`src/rtl/step_counter_if.sv`:
```
// Control and status bundle for step_counter: advance/load requests in,
// registered count and flags out.
interface step_counter_if #(
    parameter int WIDTH = 8,
    parameter int OVW   = 8
);
    logic             en;
    logic             dir;
    logic             ld;
    logic [WIDTH-1:0] ld_val;
    logic [WIDTH-1:0] count;
    logic             tc;
    logic             ovf;
    logic [OVW-1:0]   ovf_cnt;

    modport master (
        output en, dir, ld, ld_val,
        input  count, tc, ovf, ovf_cnt
    );

    modport slave (
        input  en, dir, ld, ld_val,
        output count, tc, ovf, ovf_cnt
    );
endinterface

```
`src/rtl/step_counter.sv`:
```
// Up/down step counter over 0..MAX with load, wrap-or-saturate behaviour,
// terminal-count level, overflow pulse and a saturating overflow-event counter.
module step_counter #(
    parameter int WIDTH = 8,
    parameter int STEP  = 1,
    parameter int MAX   = 255,
    parameter int INIT  = 0,
    parameter int SAT   = 0,
    parameter int OVW   = 8
) (
    input logic          clk,
    input logic          rst,
    step_counter_if.slave bus
);

    if (MAX < 1 || (MAX >> WIDTH) != 0) begin : g_bad_max
        $error("step_counter: MAX must be in 1..2**WIDTH-1");
    end
    if (STEP < 1 || STEP > MAX) begin : g_bad_step
        $error("step_counter: STEP must be in 1..MAX");
    end
    if (INIT < 0 || INIT > MAX) begin : g_bad_init
        $error("step_counter: INIT must be in 0..MAX");
    end

    // One extra bit so count+STEP and count+MAX+1 never overflow before the range test.
    localparam logic [WIDTH:0]   MAX_X  = (WIDTH+1)'(MAX);
    localparam logic [WIDTH:0]   STEP_X = (WIDTH+1)'(STEP);
    localparam logic [WIDTH:0]   MOD_X  = (WIDTH+1)'(MAX + 1);
    localparam logic [WIDTH-1:0] MAX_W  = WIDTH'(MAX);
    localparam logic [WIDTH-1:0] STEP_W = WIDTH'(STEP);
    localparam logic [WIDTH-1:0] INIT_W = WIDTH'(INIT);

    logic [WIDTH-1:0] count_q, count_d;
    logic             tc_q, tc_d;
    logic             ovf_q, ovf_d;
    logic [OVW-1:0]   ovf_cnt_q, ovf_cnt_d;

    logic [WIDTH:0]   count_x;
    logic [WIDTH:0]   sum_up;
    logic [WIDTH:0]   wrap_up;
    logic [WIDTH:0]   wrap_down;

    always_comb begin
        count_x   = {1'b0, count_q};
        sum_up    = count_x + STEP_X;
        wrap_up   = sum_up - MOD_X;
        wrap_down = count_x + MOD_X - STEP_X;

        count_d   = count_q;
        tc_d      = tc_q;
        ovf_d     = 1'b0;
        ovf_cnt_d = ovf_cnt_q;

        if (bus.ld) begin
            count_d   = (bus.ld_val > MAX_W) ? MAX_W : bus.ld_val;
            tc_d      = 1'b0;
            ovf_cnt_d = '0;
        end else if (bus.en) begin
            if (bus.dir) begin
                if (sum_up <= MAX_X) begin
                    count_d = sum_up[WIDTH-1:0];
                end else begin
                    ovf_d   = 1'b1;
                    count_d = (SAT != 0) ? MAX_W : wrap_up[WIDTH-1:0];
                end
            end else begin
                if (count_x >= STEP_X) begin
                    count_d = count_q - STEP_W;
                end else begin
                    ovf_d   = 1'b1;
                    count_d = (SAT != 0) ? '0 : wrap_down[WIDTH-1:0];
                end
            end
            tc_d = bus.dir ? (count_d == MAX_W) : (count_d == '0);
            if (ovf_d && (ovf_cnt_q != '1)) begin
                ovf_cnt_d = ovf_cnt_q + 1'b1;
            end
        end
    end

    always_ff @(posedge clk or posedge rst) begin
        if (rst) begin
            count_q   <= INIT_W;
            tc_q      <= 1'b0;
            ovf_q     <= 1'b0;
            ovf_cnt_q <= '0;
        end else begin
            count_q   <= count_d;
            tc_q      <= tc_d;
            ovf_q     <= ovf_d;
            ovf_cnt_q <= ovf_cnt_d;
        end
    end

    assign bus.count   = count_q;
    assign bus.tc      = tc_q;
    assign bus.ovf     = ovf_q;
    assign bus.ovf_cnt = ovf_cnt_q;

endmodule

```
`src/flat_wrapper.sv`:
```
// flat-port wrapper written by rule: the top's interface ports become plain ports
module step_counter_flat 
#(
    parameter int WIDTH = 8,
    parameter int STEP  = 1,
    parameter int MAX   = 255,
    parameter int INIT  = 0,
    parameter int SAT   = 0,
    parameter int OVW   = 8
)
  (clk, rst, bus_en, bus_dir, bus_ld, bus_ld_val, bus_count, bus_tc, bus_ovf, bus_ovf_cnt);
  step_counter_if #(.WIDTH(WIDTH), .OVW(OVW)) bus_i ();
  input logic clk;
  input logic rst;
  input wire logic [$bits(bus_i.en)-1:0] bus_en;
  input wire logic [$bits(bus_i.dir)-1:0] bus_dir;
  input wire logic [$bits(bus_i.ld)-1:0] bus_ld;
  input wire logic [$bits(bus_i.ld_val)-1:0] bus_ld_val;
  output wire logic [$bits(bus_i.count)-1:0] bus_count;
  output wire logic [$bits(bus_i.tc)-1:0] bus_tc;
  output wire logic [$bits(bus_i.ovf)-1:0] bus_ovf;
  output wire logic [$bits(bus_i.ovf_cnt)-1:0] bus_ovf_cnt;
  assign bus_i.en = bus_en;
  assign bus_i.dir = bus_dir;
  assign bus_i.ld = bus_ld;
  assign bus_i.ld_val = bus_ld_val;
  assign bus_count = bus_i.count;
  assign bus_tc = bus_i.tc;
  assign bus_ovf = bus_i.ovf;
  assign bus_ovf_cnt = bus_i.ovf_cnt;
  step_counter #(.WIDTH(WIDTH), .STEP(STEP), .MAX(MAX), .INIT(INIT), .SAT(SAT), .OVW(OVW)) u_core (.clk(clk), .rst(rst), .bus(bus_i));
endmodule
```
`config.mk`:
```
export PLATFORM = sky130hd
export DESIGN_NAME = step_counter_flat
export DESIGN_NICKNAME = d
export VERILOG_FILES = /design/src/rtl/step_counter_if.sv /design/src/rtl/step_counter.sv /design/src/flat_wrapper.sv
export SDC_FILE = /design/constraint.sdc
export NUM_CORES = 1
export LEC_CHECK = 0
export CAP_MARGIN = 10
export CORE_MARGIN = 2
export CORE_UTILIZATION = 30
export CTS_CLUSTER_DIAMETER = 150
export DETAILED_ROUTE_END_ITERATION = 8
export GPL_TIMING_DRIVEN = 1
export REMOVE_ABC_BUFFERS = 1
export SETUP_SLACK_MARGIN = 0.02
export SLEW_MARGIN = 25
export SYNTH_ARGS = -nofsm -noshare
export SYNTH_HDL_FRONTEND = slang
export SYNTH_SLANG_ARGS = --single-unit
```
`constraint.sdc`:
```
create_clock -name clk -period 2.4 [get_ports clk]
set_clock_uncertainty 0.2 [all_clocks]
set_input_delay 0.48 -clock clk [delete_from_list [all_inputs] [get_ports clk]]
set_output_delay 0.48 -clock clk [all_outputs]
set_load 0.01 [all_outputs]
```
Word-level counts from Yosys, hierarchy flattened
Index checks and enable logic that the tools add are counted.

storage, ports and cells
  input bits = 13
  latch bits = 0
  memory bits (writable) = 0
  bits in registers = 18
  memory bits (read-only) = 0
  memories = 0
  output and inout bits = 18
  word-level logic and storage cells = 41

cells by class
  reductions and logical operators = 5
  div/mod/pow operators = 0
  shifts and indexed selects = 0
  multiplexer cells = 21
  equality and inequality tests = 2
  order comparisons = 3
  multipliers = 0
  $add $sub $neg = 6
  bitwise gates (word level) = 0

operators with widths
  cell                   count
  $mux W8                11
  $sub A8 B1 Y8 const B  3
  $add A8 B1 Y8 const B  2
  $mux W1                10
  $add A8 B1 Y9 const B  1
  $le A9 B8 Y1 const B   1
  $eq A8 B8 Y1 const B   1
  $ge A8 B1 Y1 const B   1
  $gt A8 B8 Y1 const B   1
  $logic_not A8 Y1       1
  $ne A8 B8 Y1 const B   1
  $reduce_bool A2 Y1     2
  $reduce_and A2 Y1      1
  $logic_and A1 B1 Y1    1

Longest topological paths before layout
Gate-level depths: netlist (run 1).

  depth after elaboration = 10
  gate-level depth with buffers = 10
  depth with buffers taken out = 8

Worst setup path before layout (run 1)
OpenSTA, ideal clock, no wires.

  path type = reg-to-reg
  from = register u_core.count_q[0], in the netlist u_core.bus.count[0]
  to = register u_core.ovf_cnt_q[3], in the netlist u_core.bus.ovf_cnt[3]
  setup time = 0.078 ns
  period minus slack after synthesis = 2.683 ns
  cell stages (with the launch flop) = 11
  arrival time = 2.405 ns
  data required time = 2.122 ns
  slack = -0.283 ns
  cell sequence = dfrtp_1 > clkbuf_1 > inv_1 > ha_1 > nor2b_1 > nand4_1 > a211oi_1 > a21oi_2 > buf_4 > or3_1 > a21oi_1

on the way
  longest elaborated chain between the ends = 9
  elaborated cells on any way between the ends = 11
  those cells by class = 1 x add/sub; 2 x order compare; 5 x mux; 3 x reduce/logical

RTL lines
  what                              RTL line            RTL
  from (decl)                       step_counter.sv:34  logic [WIDTH-1:0] count_q, count_d;
  from (signal assigned)            step_counter.sv:89  count_q <= count_d;
  $add A8 B1 Y9                     step_counter.sv:46  sum_up = count_x + STEP_X;
  $le A9 B8 Y1                      step_counter.sv:61  if (sum_up <= MAX_X) begin
  $mux W1                           step_counter.sv:61
  $mux W1 (*)                       step_counter.sv:60  if (bus.dir) begin
  $mux W1 (*)                       step_counter.sv:59  end else if (bus.en) begin
  $mux W1 (*)                       step_counter.sv:55  if (bus.ld) begin
  $logic_and A1 B1 Y1 (*)           step_counter.sv:76  if (ovf_d && (ovf_cnt_q != '1)) begin
  $reduce_bool A2 Y1 (no line) (*)  --
  $reduce_and A2 Y1 (no line) (*)   --
  to (signal assigned)              step_counter.sv:92  ovf_cnt_q <= ovf_cnt_d;
  to (decl)                         step_counter.sv:37  logic [OVW-1:0] ovf_cnt_q, ovf_cnt_d;

Every way passes the cells marked *; elsewhere a longest branch is shown, timed or not. The select of a mux whose other input is x is not followed.
A chain may end at the register's enable or synchronous reset.

Worst setup path after layout (run 1)
  from = register u_core.count_q[1], in the netlist u_core.bus.count[1]
  to = register u_core.ovf_cnt_q[3], in the netlist u_core.bus.ovf_cnt[3]

The elaborated chain is that of the path after synthesis.

==> results of run 1 <==
## synth_stat cells, types with 3 or more instances
cell      instances
a21oi_1           8
buf_4             3
clkbuf_1          5
dfrtp_1          18
ha_1              5
inv_1             7
mux2i_1           8
nand2_1          16
nand3_1           9
nand4_1           5
nor2_1            8
nor2b_1           6
o21ai_0          12
o31ai_1           4
or3_1             5
or4_1             5
xnor2_1           7
xor2_1            5
## worst reg2reg max path, stage by stage (launching register included)
cell      delay, ns
dfrtp_1        0.39
buf_6          0.15
ha_4           0.15
and3b_1        0.23
nand4_1        0.12
a211oi_2       0.34
a21oi_4        0.13
buf_6          0.14
or3_1          0.34
a21oi_1        0.14
## stage by stage
step	area (sq um)	hold WS (ns)	TNS [ns]	std cells	power [W]
after CTS	2020	0.321	0	269	0.000975
after detailed placement	1890	0.295	-3.04	262	0.000679
after floorplan	1270	0.219	-0.800	147	0.000488
after global routing	2100	0.347	-0.534	271	0.00105
final	2100	0.321	0	271	0.000988
after global placement	1890	0.303	-2.99	262	0.000679
## state kept, by name, summed over array words and instances (netlist names)
signal	cells
u_core.bus.tc	1
u_core.bus.count	8
u_core.bus.ovf	1
u_core.bus.ovf_cnt	8
## final cells by class
cell class	instances	share of cell area [%]
tap	52	3.10
multi-input combinational	122	43.0
timing repair buffer	68	28.5
inverter	7	1.25
clock buffer	4	2.62
sequential	18	21.5
## routing by layer
layer	global-route usage, %	vias to the layer above
met5	0	-
met4	7.26	0
met3	2.31	8
met2	21.7	41
met1	21.4	641
li1	-	688
## power by group
part,internal (W),switching [W],total [W]
combinational,0.000214,0.000171,0.000386
clock,0.000146,0.000110,0.000256
sequential,0.000321,0.0000259,0.000346
## final timing paths
path | end | slack (ns)
worst max register to register | u_core.bus.ovf_cnt[3] | 0.003
worst max-delay path | u_core.bus.ovf_cnt[3] | 0.003
min in group asynchronous | u_core.bus.count[7] | 0.33
worst min-delay path | u_core.bus.tc | 0.32
worst min register to register | u_core.bus.tc | 0.32
max in group asynchronous | u_core.bus.ovf | 1.47
## kinds of logic after synthesis
logic type | Yosys count
AO/OA/AOI/OAI | 35
flip-flops | 18
AND/OR/NAND/NOR | 62
buffers and inverters | 17
XOR/XNOR | 12
multiplexers | 8
adder cells (fa/ha/maj) | 5
## timing repair
action	CTS	global route
pin swaps	9	5
hold endpoints to repair	0	0
setup buffers	3	2
resized for setup	13	11
setup endpoints to repair	7	8
==> reports/qor.csv, run 1 <==
metric,value,unit
start_kind,flip-flop,
crit_top_cell,buf_6,
rsz0062_at_grt,true,
route.layer.met1.wl,1730,microns
synth_seq_cells,18,
whs_path_depth,2,
diodes,0,
place_congestion,0.845,
status,"finished, final reports clean",
row_count,24,
grt_max_degree,26,
wl_met2,1570,microns
yosys-top-cells-area,"dfrtp_1, mux2i_1, ha_1",
cp_max_fo,8,
synth_edf_count,0,
seq_area,450,sq um
multi_input_area,903,sq um
fin_ws,0.00307,ns
yosysWarnings,0,
first_pass_iters,4,
crit_start,u_core.bus.count[1],
met3_length,172,microns
critPathBufInv,2,
synthAdderAreaFrac,4.73,%
cts_root_buffer,clkbuf_8,
synthXorXnorAreaFrac,7.94,%
drt_iter0_markers,56,
pwr_density_cell,470,nW/um^2
insertion_delay,0.26,ns
tightest_slew,0.375,ns
route.detailed.drc,0,
start_util,30.8,%
irDropWorstVdd,0.189,mV
post-route-period-util,99.9,%
period_needed,2.40,ns
synthArstFlopShare,100,%
syn_inst,157,
portBuffers,30,
routed_wirelength,3580,microns
report.final.hold_viol_count,0,
grt.total_usage,14.9,%
clock_sinks,18,
maxCapViolations,0,
yosys.area_share.simple,25.1,%
final_common_cell,buf_4,
r2r_cells,9,
mostFrequentLayoutCells,"buf_4, clkdlybuf4s50_1, dfrtp_1",
end_kind,flip-flop,
cp.arrival,2.38,ns
cp_slowest_stage_delay,0.39,ns
syn_area,1320,sq um
final_antenna_net_count,0,
synth_area_leader_cell,dfrtp_1,
ioPinCount,31,
h-tree-depth,1,
grt_pass1_wl,5890,microns
slowest_stage,dfrtp_1,
drive_gt1_share,26.5,%
grt_overflow,0,
fillers,432,
critPathTopFamily,simple AND/OR/NAND/NOR gates,
critPathKind,reg -> reg,
clockBufferDepth,2,
hold_buffers,0,
required,2.39,ns
leakage,0.880,nW
min_path_type,reg -> reg,
worstReg2RegStart,u_core.bus.count[1],
synth.top_cell.area_share,34.0,%
viasPerCell,5.08,
die_y,70.4,microns
fin_util,48.9,%
synthFlopType,dfrtp_1,
avgSynthCellArea,8.43,sq um
die_area,4960,sq um
highest_layer,met4,
via_count,1378,
max_freq,417,MHz
finalSetupViolCount,0,
hold_start,u_core.bus.tc,
clkTransAtPathRegs,0.07,ns
relSlewSlack,74.8,%
core,4290,sq um
cts_tree,done,
synth_compound_area_share,16.3,%
pre_cts_ws,-0.435,ns
maxSlewViolCount,0,
fin_nets,238,
dp_hpwl,2580,microns
yosysSeqAreaShare,34.0,%
antenna_found_initial,0,
cp_cell_sequence,buf_6 -> ha_4 -> and3b_1 -> nand4_1 -> a211oi_2 -> a21oi_4 -> buf_6 -> or3_1 -> a21oi_1,
grt_pass1_vias,1252,
synthToLayoutAreaGrowth,58.6,%
cts-buffers-inserted,3,
wl_per_cell,13.2,microns
crit_cells,9,
synth_top_family_by_area,simple AND/OR/NAND/NOR gates,
synth.distinct_cells,34,
die_w,70.4,microns
synth_mux_area_share,6.05,%
Note: power is estimated with default switching activity, not from simulation.
==> run 2: changes to the inputs <==
--- a/config.mk
+++ b/config.mk
@@ -7,10 +7,11 @@
 export LEC_CHECK = 0
 export CAP_MARGIN = 10
 export CORE_MARGIN = 2
-export CORE_UTILIZATION = 30
+export CORE_UTILIZATION = 45
 export CTS_CLUSTER_DIAMETER = 150
 export DETAILED_ROUTE_END_ITERATION = 8
 export GPL_TIMING_DRIVEN = 1
+export PLACE_DENSITY = 0.76
 export REMOVE_ABC_BUFFERS = 1
 export SETUP_SLACK_MARGIN = 0.02
 export SLEW_MARGIN = 25
==> run 2 against run 1 <==
- the run now ends with setup timing left
- combinational power up 5.2%
- sequential power up 2%
- count of clock-buffer cells in the layout unchanged
- hold slack better by 0.054 ns
- final cell count down 7.0%
- critical path type unchanged
- largest cell class unchanged
==> reports/qor.csv, run 2 (synthesis gave the netlist of run 1 again) <==
metric,value,unit,change
switchingPower,0.000322,W,was 0.000307 W
fillers,213,,was 432
die_area,3390,sq um,was 4960 sq um
clockBufferDepth,2,,unchanged
grt_pass1_wl,6620,microns,was 5890 microns
fin_nets,240,,was 238
clock_sinks,18,,unchanged
cp_max_fo,6,,was 8
whs,0.375,ns,was 0.321 ns
finalSetupViolCount,3,,was 0
viasPerCell,5.90,,was 5.08
rsz0062_at_grt,true,,unchanged
cts-buffers-inserted,3,,unchanged
mostFrequentLayoutCells,"buf_4, clkdlybuf4s50_1, dfrtp_1",,unchanged
combPwrFrac,42.4,%,was 39.0%
cp_cell_sequence,inv_2 -> ha_4 -> nor2b_4 -> nand4_1 -> a211oi_2 -> a21oi_2 -> buf_4 -> or4_4 -> a21oi_2,,was buf_6 -> ha_4 -> and3b_1 -> nand4_1 -> a211oi_2 -> a21oi_4 -> buf_6 -> or3_1 -> a21oi_1
power_frac_seq,37.0,%,was 35.1%
maxSlewViolCount,0,,unchanged
multi_input_area,923,sq um,was 903 sq um
first_pass_iters,4,,unchanged
period_needed,2.46,ns,was 2.40 ns
r2r_setup_slack,-0.06,ns,was 0.003 ns
pwr_density_cell,459,nW/um^2,was 470 nW/um^2
end_kind,flip-flop,,unchanged
via_count,1487,,was 1378
diodes,0,,unchanged
p_clk_share,20.7,%,was 25.9%
insertion_delay,0.31,ns,was 0.26 ns
core,2780,sq um,was 4290 sq um
antenna_found_initial,0,,unchanged
cp.arrival,2.50,ns,was 2.38 ns
post-route-period-util,102,%,was 99.9%
die_w,58.2,microns,was 70.4 microns
grt_overflow,0,,unchanged
fin_util,75.0,%,was 48.9%
relSlewSlack,52.9,%,was 74.8%
drive_gt1_share,31.7,%,was 26.5%
row_count,19,,was 24
switching_share,33.7,%,was 31.0%
clkTransAtPathRegs,0.11,ns,was 0.07 ns
maxCapViolations,0,,unchanged
final_common_cell,buf_4,,unchanged
violations,setup timing,,
portBuffers,30,,unchanged
required,2.45,ns,was 2.39 ns
die_y,58.2,microns,was 70.4 microns
dp_hpwl,2770,microns,was 2580 microns
wl_per_cell,17.1,microns,was 13.2 microns
grt_max_degree,26,,unchanged
total_power,0.000957,W,was 0.000988 W
cts_root_buffer,clkbuf_4,,was clkbuf_8
cp_slowest_stage_delay,0.41,ns,was 0.39 ns
start_kind,flip-flop,,unchanged
routed_wirelength,4300,microns,was 3580 microns
leakage,0.887,nW,was 0.880 nW
start_util,47.6,%,was 30.8%
report.final.hold_viol_count,0,,unchanged
slowest_stage,or4_4,,was dfrtp_1
grt.total_usage,26.0,%,was 14.9%
worstReg2RegStart,u_core.bus.count[0],,was u_core.bus.count[1]
r2r_cells,9,,unchanged
ioPinCount,31,,unchanged
min_path_type,in -> async,,was reg -> reg
final_cells,252,,was 271
status,"complete, but fails checks",,"was finished, final reports clean"
power.internal,0.000635,W,was 0.000681 W
place_congestion,0.919,,was 0.845
h-tree-depth,1,,unchanged
tightest_slew,0.705,ns,was 0.375 ns
seq_area,450,sq um,unchanged
route.detailed.drc,0,,unchanged
synthToLayoutAreaGrowth,57.6,%,was 58.6%
grt_pass1_vias,1422,,was 1252
max_freq,407,MHz,was 417 MHz
final_antenna_net_count,0,,unchanged
crit_top_cell,a21oi_2,,was buf_6
dp_cells,239,,was 262
critPathKind,reg -> reg,,unchanged
drt_iter0_markers,74,,was 56
fin_ws,-0.0580,ns,was 0.00307 ns
cts_tree,done,,unchanged
irDropWorstVdd,0.512,mV,was 0.189 mV
hold_buffers,0,,unchanged
timing.rr.end,u_core.bus.ovf_cnt[6],,was u_core.bus.ovf_cnt[3]
## run 2: cell count changes in the layout (fill, tap and decap cells not counted), sizes merged
cell / change
buf: +2
## run 2: power by group through the flow
stage	clock network (W)	registers, W	logic (W)
2_1_floorplan	0	0.000370	0.000119
3_3_place_gp	0	0.000352	0.000316
4_1_cts	0.000201	0.000349	0.000366
6_report	0.000198	0.000354	0.000406
5_1_grt	0.000213	0.000358	0.000434
3_5_place_dp	0	0.000354	0.000326
## run 2: worst max path at each step
stage / cells after the start / start / end
CTS: 8 / u_core.bus.count[1] / u_core.bus.ovf_cnt[7]
global placement: 7 / bus_dir / u_core.bus.ovf_cnt[7]
floorplan: 8 / u_core.bus.count[0] / u_core.bus.ovf_cnt[5]
global route: 9 / u_core.bus.count[1] / u_core.bus.ovf_cnt[6]
detailed placement: 6 / bus_dir / u_core.bus.tc
finish: 9 / u_core.bus.count[0] / u_core.bus.ovf_cnt[6]
## run 2: area by class of cell
class | instances | share of cell area, %
Tap cell | 31 | 1.86
Timing Repair Buffer | 70 | 29.3
Inverter | 7 | 1.26
Multi-Input combinational cell | 122 | 44.3
Clock buffer | 4 | 1.74
Sequential cell | 18 | 21.6
## run 2: per-layer routing
layer,up-vias,wire [microns],global-route usage [%]
met5,-,0,0
met4,0,120,10.6
met3,15,207,3.35
met2,54,2220,43.3
met1,725,1750,33.9
li1,693,-,-
## run 2: what timing repair did
item,4_1_cts,5_1_grt
resized for setup,17,15
buffers inserted,6,3
endpoints found under the setup margin,6,7
pin swaps,12,9
endpoints found under the hold margin,0,0
## run 2: stage by stage
step / TNS [ns] / instance area (sq um) / worst slack [ns]
after CTS: 0 / 1990 / 0.0149
final: -0.0960 / 2090 / -0.0580
after detailed placement: -2.11 / 1840 / -0.405
after global routing: -0.880 / 2090 / -0.181
after global placement: -1.53 / 1840 / -0.286
after floorplan: -0.800 / 1270 / -0.252
## run 2: worst max-delay path, delay by kind of cell, from the launching register on
family,cells,cell delay (ns)
AOI/OAI and AO/OA,3,0.53
adders and majority gates,1,0.27
buffers and inverters,2,0.24
DFF,1,0.39
and+or+nand+nor,3,0.76
